===== src/rtl/scene_pkg.sv =====
`default_nettype none
// ============================================================================
// Module   : scene_pkg
// Contents : Fixed-point constants, sphere record, default scene and scan states
// Revision : 1.0
// ============================================================================
package scene_pkg;

   localparam int COORD_W_DEF = 32;
   localparam int FRAC_W_DEF  = 24;
   localparam int MAT_W_DEF   = 3;
   localparam int N_DEFAULT   = 3;

   localparam logic signed [COORD_W_DEF-1:0] ONE_FX = COORD_W_DEF'(1) << FRAC_W_DEF;

   typedef struct packed {
      logic [3*COORD_W_DEF-1:0] center;   // {z,y,x}
      logic [COORD_W_DEF-1:0]   r2;
      logic [MAT_W_DEF-1:0]     mat;
      logic                     en;
   } sphere_t;

   localparam sphere_t DEFAULT_SCENE [N_DEFAULT] = '{
      '{center: '0, r2: ONE_FX, mat: 3'd0, en: 1'b1},
      '{center: {{(2*COORD_W_DEF){1'b0}}, COORD_W_DEF'(2*ONE_FX)},
        r2: ONE_FX >>> 1, mat: 3'd1, en: 1'b1},
      '{center: {{(2*COORD_W_DEF){1'b0}}, COORD_W_DEF'(-(2*ONE_FX))},
        r2: ONE_FX >>> 1, mat: 3'd2, en: 1'b1}
   };

   typedef enum logic [1:0] {
      ST_IDLE = 2'd0,
      ST_SEEK = 2'd1,
      ST_HOLD = 2'd2,
      ST_FIN  = 2'd3
   } scan_state_t;

   function automatic sphere_t default_entry(input int idx);
      sphere_t s;
      s = '0;
      if (idx >= 0 && idx < N_DEFAULT) s = DEFAULT_SCENE[idx[1:0]];
      return s;
   endfunction

   // Re-express a default-format fixed-point value with a different fraction width.
   function automatic logic [63:0] rescale(input logic [COORD_W_DEF-1:0] v, input int frac_w);
      logic signed [63:0] w;
      w = 64'(signed'(v));
      return 64'((w <<< frac_w) >>> FRAC_W_DEF);
   endfunction

endpackage
`default_nettype wire


===== src/rtl/scene_scan_fsm.sv =====
`default_nettype none
// ============================================================================
// Module   : scene_scan_fsm
// Contents : Walks the object table and streams enabled entries over valid/ready
// Revision : 1.0
// ============================================================================
module scene_scan_fsm
   import scene_pkg::*;
#(
   parameter int N_OBJ   = 8,
   parameter int COORD_W = COORD_W_DEF,
   parameter int MAT_W   = MAT_W_DEF,
   parameter int ID_W    = $clog2(N_OBJ)
)(
   input  logic                 clk,
   input  logic                 rst,
   input  logic                 scan_start,
   input  logic                 s_ready,
   output logic [ID_W-1:0]      idx,
   input  logic [3*COORD_W-1:0] ent_center,
   input  logic [COORD_W-1:0]   ent_r2,
   input  logic [MAT_W-1:0]     ent_mat,
   input  logic                 ent_en,
   output logic                 scan_busy,
   output logic                 scan_done,
   output logic                 s_valid,
   output logic [ID_W-1:0]      s_id,
   output logic [3*COORD_W-1:0] s_center,
   output logic [COORD_W-1:0]   s_r2,
   output logic [MAT_W-1:0]     s_mat
);

   scan_state_t     r_state;
   logic [ID_W-1:0] r_idx;
   logic            w_last;

   assign idx    = r_idx;
   assign w_last = (r_idx == ID_W'(N_OBJ - 1));

   always_ff @(posedge clk or posedge rst) begin
      if (rst) begin
         r_state   <= ST_IDLE;
         r_idx     <= '0;
         scan_busy <= 1'b0;
         scan_done <= 1'b0;
         s_valid   <= 1'b0;
         s_id      <= '0;
         s_center  <= '0;
         s_r2      <= '0;
         s_mat     <= '0;
      end else begin
         scan_done <= 1'b0;
         case (r_state)
            ST_IDLE: begin
               if (scan_start) begin
                  r_state   <= ST_SEEK;
                  r_idx     <= '0;
                  scan_busy <= 1'b1;
               end
            end
            ST_SEEK: begin
               // The held beat is a private copy, so later table writes cannot disturb it.
               if (ent_en) begin
                  s_valid  <= 1'b1;
                  s_id     <= r_idx;
                  s_center <= ent_center;
                  s_r2     <= ent_r2;
                  s_mat    <= ent_mat;
                  r_state  <= ST_HOLD;
               end else if (w_last) begin
                  r_state   <= ST_FIN;
                  scan_busy <= 1'b0;
                  scan_done <= 1'b1;
               end else begin
                  r_idx <= r_idx + 1'b1;
               end
            end
            ST_HOLD: begin
               if (s_ready) begin
                  s_valid <= 1'b0;
                  if (w_last) begin
                     r_state   <= ST_FIN;
                     scan_busy <= 1'b0;
                     scan_done <= 1'b1;
                  end else begin
                     r_idx   <= r_idx + 1'b1;
                     r_state <= ST_SEEK;
                  end
               end
            end
            ST_FIN: begin
               r_state <= ST_IDLE;
            end
            default: begin
               r_state <= ST_IDLE;
            end
         endcase
      end
   end

endmodule
`default_nettype wire


===== src/rtl/scene_object_table.sv =====
`default_nettype none
// ============================================================================
// Module   : scene_object_table
// Contents : Writable sphere table with registered random read and a scan stream
// Revision : 1.0
// ============================================================================
module scene_object_table
   import scene_pkg::*;
#(
   parameter int N_OBJ   = 8,
   parameter int COORD_W = COORD_W_DEF,
   parameter int FRAC_W  = FRAC_W_DEF,
   parameter int MAT_W   = MAT_W_DEF,
   parameter int ID_W    = $clog2(N_OBJ)
)(
   input  logic                 clk,
   input  logic                 rst,
   input  logic [ID_W-1:0]      rd_id,
   output logic [3*COORD_W-1:0] rd_center,
   output logic [COORD_W-1:0]   rd_r2,
   output logic [MAT_W-1:0]     rd_mat,
   output logic                 rd_hit,
   input  logic                 wr_en,
   input  logic [ID_W-1:0]      wr_id,
   input  logic [3*COORD_W-1:0] wr_center,
   input  logic [COORD_W-1:0]   wr_r2,
   input  logic [MAT_W-1:0]     wr_mat,
   input  logic                 wr_enable,
   input  logic                 scan_start,
   output logic                 scan_busy,
   output logic                 scan_done,
   output logic                 s_valid,
   input  logic                 s_ready,
   output logic [ID_W-1:0]      s_id,
   output logic [3*COORD_W-1:0] s_center,
   output logic [COORD_W-1:0]   s_r2,
   output logic [MAT_W-1:0]     s_mat
);

   function automatic logic [3*COORD_W-1:0] def_center(input int idx);
      sphere_t              s;
      logic [3*COORD_W-1:0] c;
      s = default_entry(idx);
      for (int a = 0; a < 3; a++)
         c[a*COORD_W +: COORD_W] = COORD_W'(rescale(s.center[a*COORD_W_DEF +: COORD_W_DEF], FRAC_W));
      return c;
   endfunction

   function automatic logic [COORD_W-1:0] def_r2(input int idx);
      sphere_t s;
      s = default_entry(idx);
      return COORD_W'(rescale(s.r2, FRAC_W));
   endfunction

   function automatic logic [MAT_W-1:0] def_mat(input int idx);
      sphere_t s;
      s = default_entry(idx);
      return MAT_W'(s.mat);
   endfunction

   function automatic logic def_en(input int idx);
      sphere_t s;
      s = default_entry(idx);
      return s.en;
   endfunction

   logic [3*COORD_W-1:0] r_center [N_OBJ];
   logic [COORD_W-1:0]   r_r2     [N_OBJ];
   logic [MAT_W-1:0]     r_mat    [N_OBJ];
   logic                 r_en     [N_OBJ];

   logic                 w_wr_ok;
   logic                 w_rd_hit;
   logic [ID_W-1:0]      w_scan_idx;

   // Indices past the last entry only exist when N_OBJ is not a power of two.
   assign w_wr_ok  = (32'(wr_id) < N_OBJ);
   assign w_rd_hit = (32'(rd_id) < N_OBJ) && r_en[rd_id];

   always_ff @(posedge clk or posedge rst) begin
      if (rst) begin
         for (int i = 0; i < N_OBJ; i++) begin
            r_center[i] <= def_center(i);
            r_r2[i]     <= def_r2(i);
            r_mat[i]    <= def_mat(i);
            r_en[i]     <= def_en(i);
         end
      end else if (wr_en && w_wr_ok) begin
         r_center[wr_id] <= wr_center;
         r_r2[wr_id]     <= wr_r2;
         r_mat[wr_id]    <= wr_mat;
         r_en[wr_id]     <= wr_enable;
      end
   end

   // Sampling the table before this edge's write gives read-before-write ordering.
   always_ff @(posedge clk or posedge rst) begin
      if (rst) begin
         rd_center <= def_center(0);
         rd_r2     <= def_r2(0);
         rd_mat    <= def_mat(0);
         rd_hit    <= def_en(0);
      end else if (w_rd_hit) begin
         rd_center <= r_center[rd_id];
         rd_r2     <= r_r2[rd_id];
         rd_mat    <= r_mat[rd_id];
         rd_hit    <= 1'b1;
      end else begin
         rd_center <= '1;
         rd_r2     <= '1;
         rd_mat    <= '1;
         rd_hit    <= 1'b0;
      end
   end

   scene_scan_fsm #(
      .N_OBJ   (N_OBJ),
      .COORD_W (COORD_W),
      .MAT_W   (MAT_W),
      .ID_W    (ID_W)
   ) u_scan (
      .clk        (clk),
      .rst        (rst),
      .scan_start (scan_start),
      .s_ready    (s_ready),
      .idx        (w_scan_idx),
      .ent_center (r_center[w_scan_idx]),
      .ent_r2     (r_r2[w_scan_idx]),
      .ent_mat    (r_mat[w_scan_idx]),
      .ent_en     (r_en[w_scan_idx]),
      .scan_busy  (scan_busy),
      .scan_done  (scan_done),
      .s_valid    (s_valid),
      .s_id       (s_id),
      .s_center   (s_center),
      .s_r2       (s_r2),
      .s_mat      (s_mat)
   );

endmodule
`default_nettype wire


===== config.mk =====
export PLATFORM = sky130hd
export DESIGN_NAME = scene_object_table
export DESIGN_NICKNAME = d
export VERILOG_FILES = /design/src/rtl/scene_pkg.sv /design/src/rtl/scene_scan_fsm.sv /design/src/rtl/scene_object_table.sv
export SDC_FILE = /design/constraint.sdc
export NUM_CORES = 2
export LEC_CHECK = 0
export CELL_PAD_IN_SITES_DETAIL_PLACEMENT = 1
export CELL_PAD_IN_SITES_GLOBAL_PLACEMENT = 2
export CORE_AREA = 2 2 465 352
export DETAILED_ROUTE_END_ITERATION = 16
export DIE_AREA = 0 0 467 354
export PLACE_DENSITY = 0.76
export SLEW_MARGIN = 20
export SYNTH_ARGS = -nofsm -noshare
export SYNTH_HDL_FRONTEND = slang
export SYNTH_SLANG_ARGS = --single-unit
export TNS_END_PERCENT = 1

===== constraint.sdc =====
create_clock -name clk -period 52.7 [get_ports clk]
set_input_delay 15.81 -clock clk [delete_from_list [all_inputs] [get_ports clk]]
set_output_delay 15.81 -clock clk [all_outputs]
set_load 0.01 [all_outputs]

==> impl_metrics.tcl <==
set metrics [dict create \
    drcViolationCount 0 \
    seq_area_frac_synth 0.521 \
    clockBufferDepth 3 \
    synth_cells 4093 \
    ys.flop_type "dfrtp_1" \
    cts_root_buffer "clkbuf_16" \
    place_ws_ns 31.45 \
    ant_nets 0 \
    cp.arrival_ns 20.92 \
    dr.pass1.iters 5 \
    first_global_vias 41600 \
    grt_pass1_wl_um 279000 \
    seq_area_um2 33300 \
    synth_common_cells "1312 x dfrtp_1, 1191 x mux2_2, 526 x mux4_2, 525 x nand2_1, 138 x buf_2" \
    holdWs_ns 0.503 \
    worst_slew_pin_slew_ns 1.10 \
    reg2reg_depth 6 \
    setup_slack_ns 32.56 \
    synth_area_um2 63900 \
    pin_count 412 \
    cts-resized-gates 0 \
    antenna_found_initial 13 \
    synth_edf_count 0 \
    grt_start_max_net_pins 178 \
    crit_end "r_center[5]" \
    totalPowerFinal_mw 3.62 \
    finalNonFillerCells 6661 \
    die_w_um 467 \
    rr_startpoint "u_scan.idx[0]" \
    h-tree-depth 4 \
    p_per_area_nw_per_um2 48.5 \
    clock_latency_ns 0.79 \
    rsz0062_at_grt "false" \
    yosys.area.top_type "dfrtp_1" \
    synth_most_common_cell "dfrtp_1" \
    place.gp.congestion 0.736 \
    crit_type "input pin to async pin" \
    finalCritPeriodShare 0.382 \
    grt_overflow 0 \
    leakage_nw 30.6 \
    ys_ff_latch 1330 \
    slew_headroom 0.269 \
    clk_pin_slew_ns 0.06 \
    clock_skew_ns 0.0295 \
    fin_area_um2 74600 \
    dr.first_iter.drc_count 2428 \
    wl_per_cell_um 27.3 \
    hold_path.class "flip-flop to flip-flop" \
    crit_path_start_kind "input pin" \
    start_util 0.397 \
    report.final.setup_viol 0 \
    timing.rr.end "u_scan.s_center[64]" \
    status "complete, no violations" \
    cts_tree "done" \
    postPlaceCellArea_um2 70000 \
    syn-num-nets 4244 \
    fp-row-count 128 \
    cp-end-kind "async pin" \
    dp_cells 6400 \
    peakVddDrop_mv 0.0360 \
    yosys_warnings 0 \
    ctsHoldBuffers 0 \
    yosys-top-cells-area "dfrtp_1 51%, mux2_2 21%, mux4_2 19%, nand2_1 3.1%, mux2i_1 2.1%" \
    fp.dieH_um 354 \
    critPathMaxFanout 161 \
    vias 37800 \
    nFillCells 15500 \
    core_area_um2 161000 \
    synth.avg_cell_area_um2 15.6 \
    clkSinkCount 1330 \
    hpwl_um 101000 \
    slew_violations 0 \
    drv_cap 0 \
    finalHoldViolCount 0 \
    final_core_util 0.464 \
    cts_made_buffers 141 \
    io_buffer_count 411 \
    required_ns 53.48 \
    crit_start "rst" \
    synth_top_area_frac 0.513 \
    r2r_slack_ns 48.16 \
    area_delta_synth_final_pct 16.7 \
    drive_above_1_share 0.450 \
    track_usage 0.224 \
    async_flop_share 1.00 \
    fmaxAchievable_mhz 49.7 \
    multi_input_area_um2 29200 \
    synth_cell_types 41 \
    post_cts.repair.setup_buffers 0 \
    via_per_inst 5.67 \
    nets 4550 \
    dieArea_um2 165000 \
    finalCriticalPeriod_ns 20.14 \
    wl_um 182000 \
    timing.setup.tns_ns 0 \
]
[report_power, final]
group          total, mW  leakage, nW  internal, mW  switching, mW
sequential          1.49         15.7          1.29          0.199
combinational       1.13         12.6         0.655          0.478
clock               1.00         2.27         0.576          0.425
total               3.62         30.6          2.52           1.10
[layout by cell type (no fill, tap or decap), types with 4 or more instances in the layout]
master | synthesis | final
ha_1 | 8 | 8
mux2i_1 | 135 | 135
clkbuf_16 | 0 | 147
clkdlybuf4s50_1 | 0 | 408
clkinv_8 | 0 | 4
mux4_2 | 526 | 526
inv_1 | 8 | 7
buf_12 | 0 | 14
buf_4 | 39 | 45
nand2_1 | 525 | 525
clkinvlp_4 | 0 | 6
mux2_2 | 1191 | 1190
dfstp_2 | 18 | 18
diode_2 | 0 | 5
nor2b_1 | 4 | 4
nor2_1 | 4 | 4
nor4_1 | 4 | 4
clkbuf_1 | 97 | 38
nand3_1 | 4 | 4
clkinv_2 | 0 | 22
o211ai_1 | 6 | 6
dfrtp_1 | 1312 | 1309
clkbuf_8 | 0 | 35
[layer usage]
| metal | vias to the layer above | part of all wire | GRT usage |
|---|---|---|---|
| met5 | - | 0.00051 | 0 |
| met4 | 14 | 0.020 | 0.0537 |
| met3 | 234 | 0.034 | 0.0340 |
| met2 | 665 | 0.49 | 0.368 |
| met1 | 20900 | 0.45 | 0.311 |
| li1 | 15900 | - | - |
[worst min-delay path by stage]
| stage | startpoint | to | depth (start not counted) |
|---|---|---|---|
| 3_5_place_dp | u_scan.s_mat[1] | u_scan.s_mat[1] | 1 |
| 2_1_floorplan | r_center[100] | r_center[100] | 1 |
| 5_1_grt | u_scan.s_center[46] | u_scan.s_center[46] | 1 |
| 4_1_cts | u_scan.s_mat[1] | u_scan.s_mat[1] | 1 |
| 6_report | u_scan.s_center[52] | u_scan.s_center[52] | 1 |
| 3_3_place_gp | u_scan.s_center[73] | u_scan.s_center[73] | 1 |
[flip-flops by register name (all words and copies together), names as in the netlist]
name / count
u_scan.s_id: 3
u_scan.scan_busy: 1
rd_mat: 3
u_scan.s_mat: 3
rd_center: 96
r_mat: 24
u_scan.idx: 3
r_r2: 256
rd_hit: 1
r_center: 768
rd_r2: 32
u_scan.r_state: 2
u_scan.scan_done: 1
u_scan.s_r2: 32
r_en: 8
u_scan.s_valid: 1
u_scan.s_center: 96
[final cells by class]
type / instances / area share
sequential: 1330 / 0.447
multi-input combinational: 2445 / 0.391
timing repair buffer: 471 / 0.0640
clock buffer: 220 / 0.0577
tap: 2145 / 0.0360
clock inverter: 35 / 0.00418
inverter: 10 / 0.000620
antenna: 5 / 0.000168
[cells by family after synthesis]
logic type	count (synthesis)	synth area share
muxes	1852	0.416
DFF	1330	0.521
and+or+nand+nor	560	0.0345
buffers and inverters	318	0.0238
AOI/OAI and AO/OA	25	0.00315
adders and majority gates	8	0.00157
[worst max-delay path: stages]
cell             delay, ns
clkdlybuf4s50_1       0.44
clkinvlp_4            0.58
buf_12                0.67
buf_4                 0.84
buf_12                0.65
buf_12                0.62
buf_4                 0.85
(Power assumes the default switching activity.)
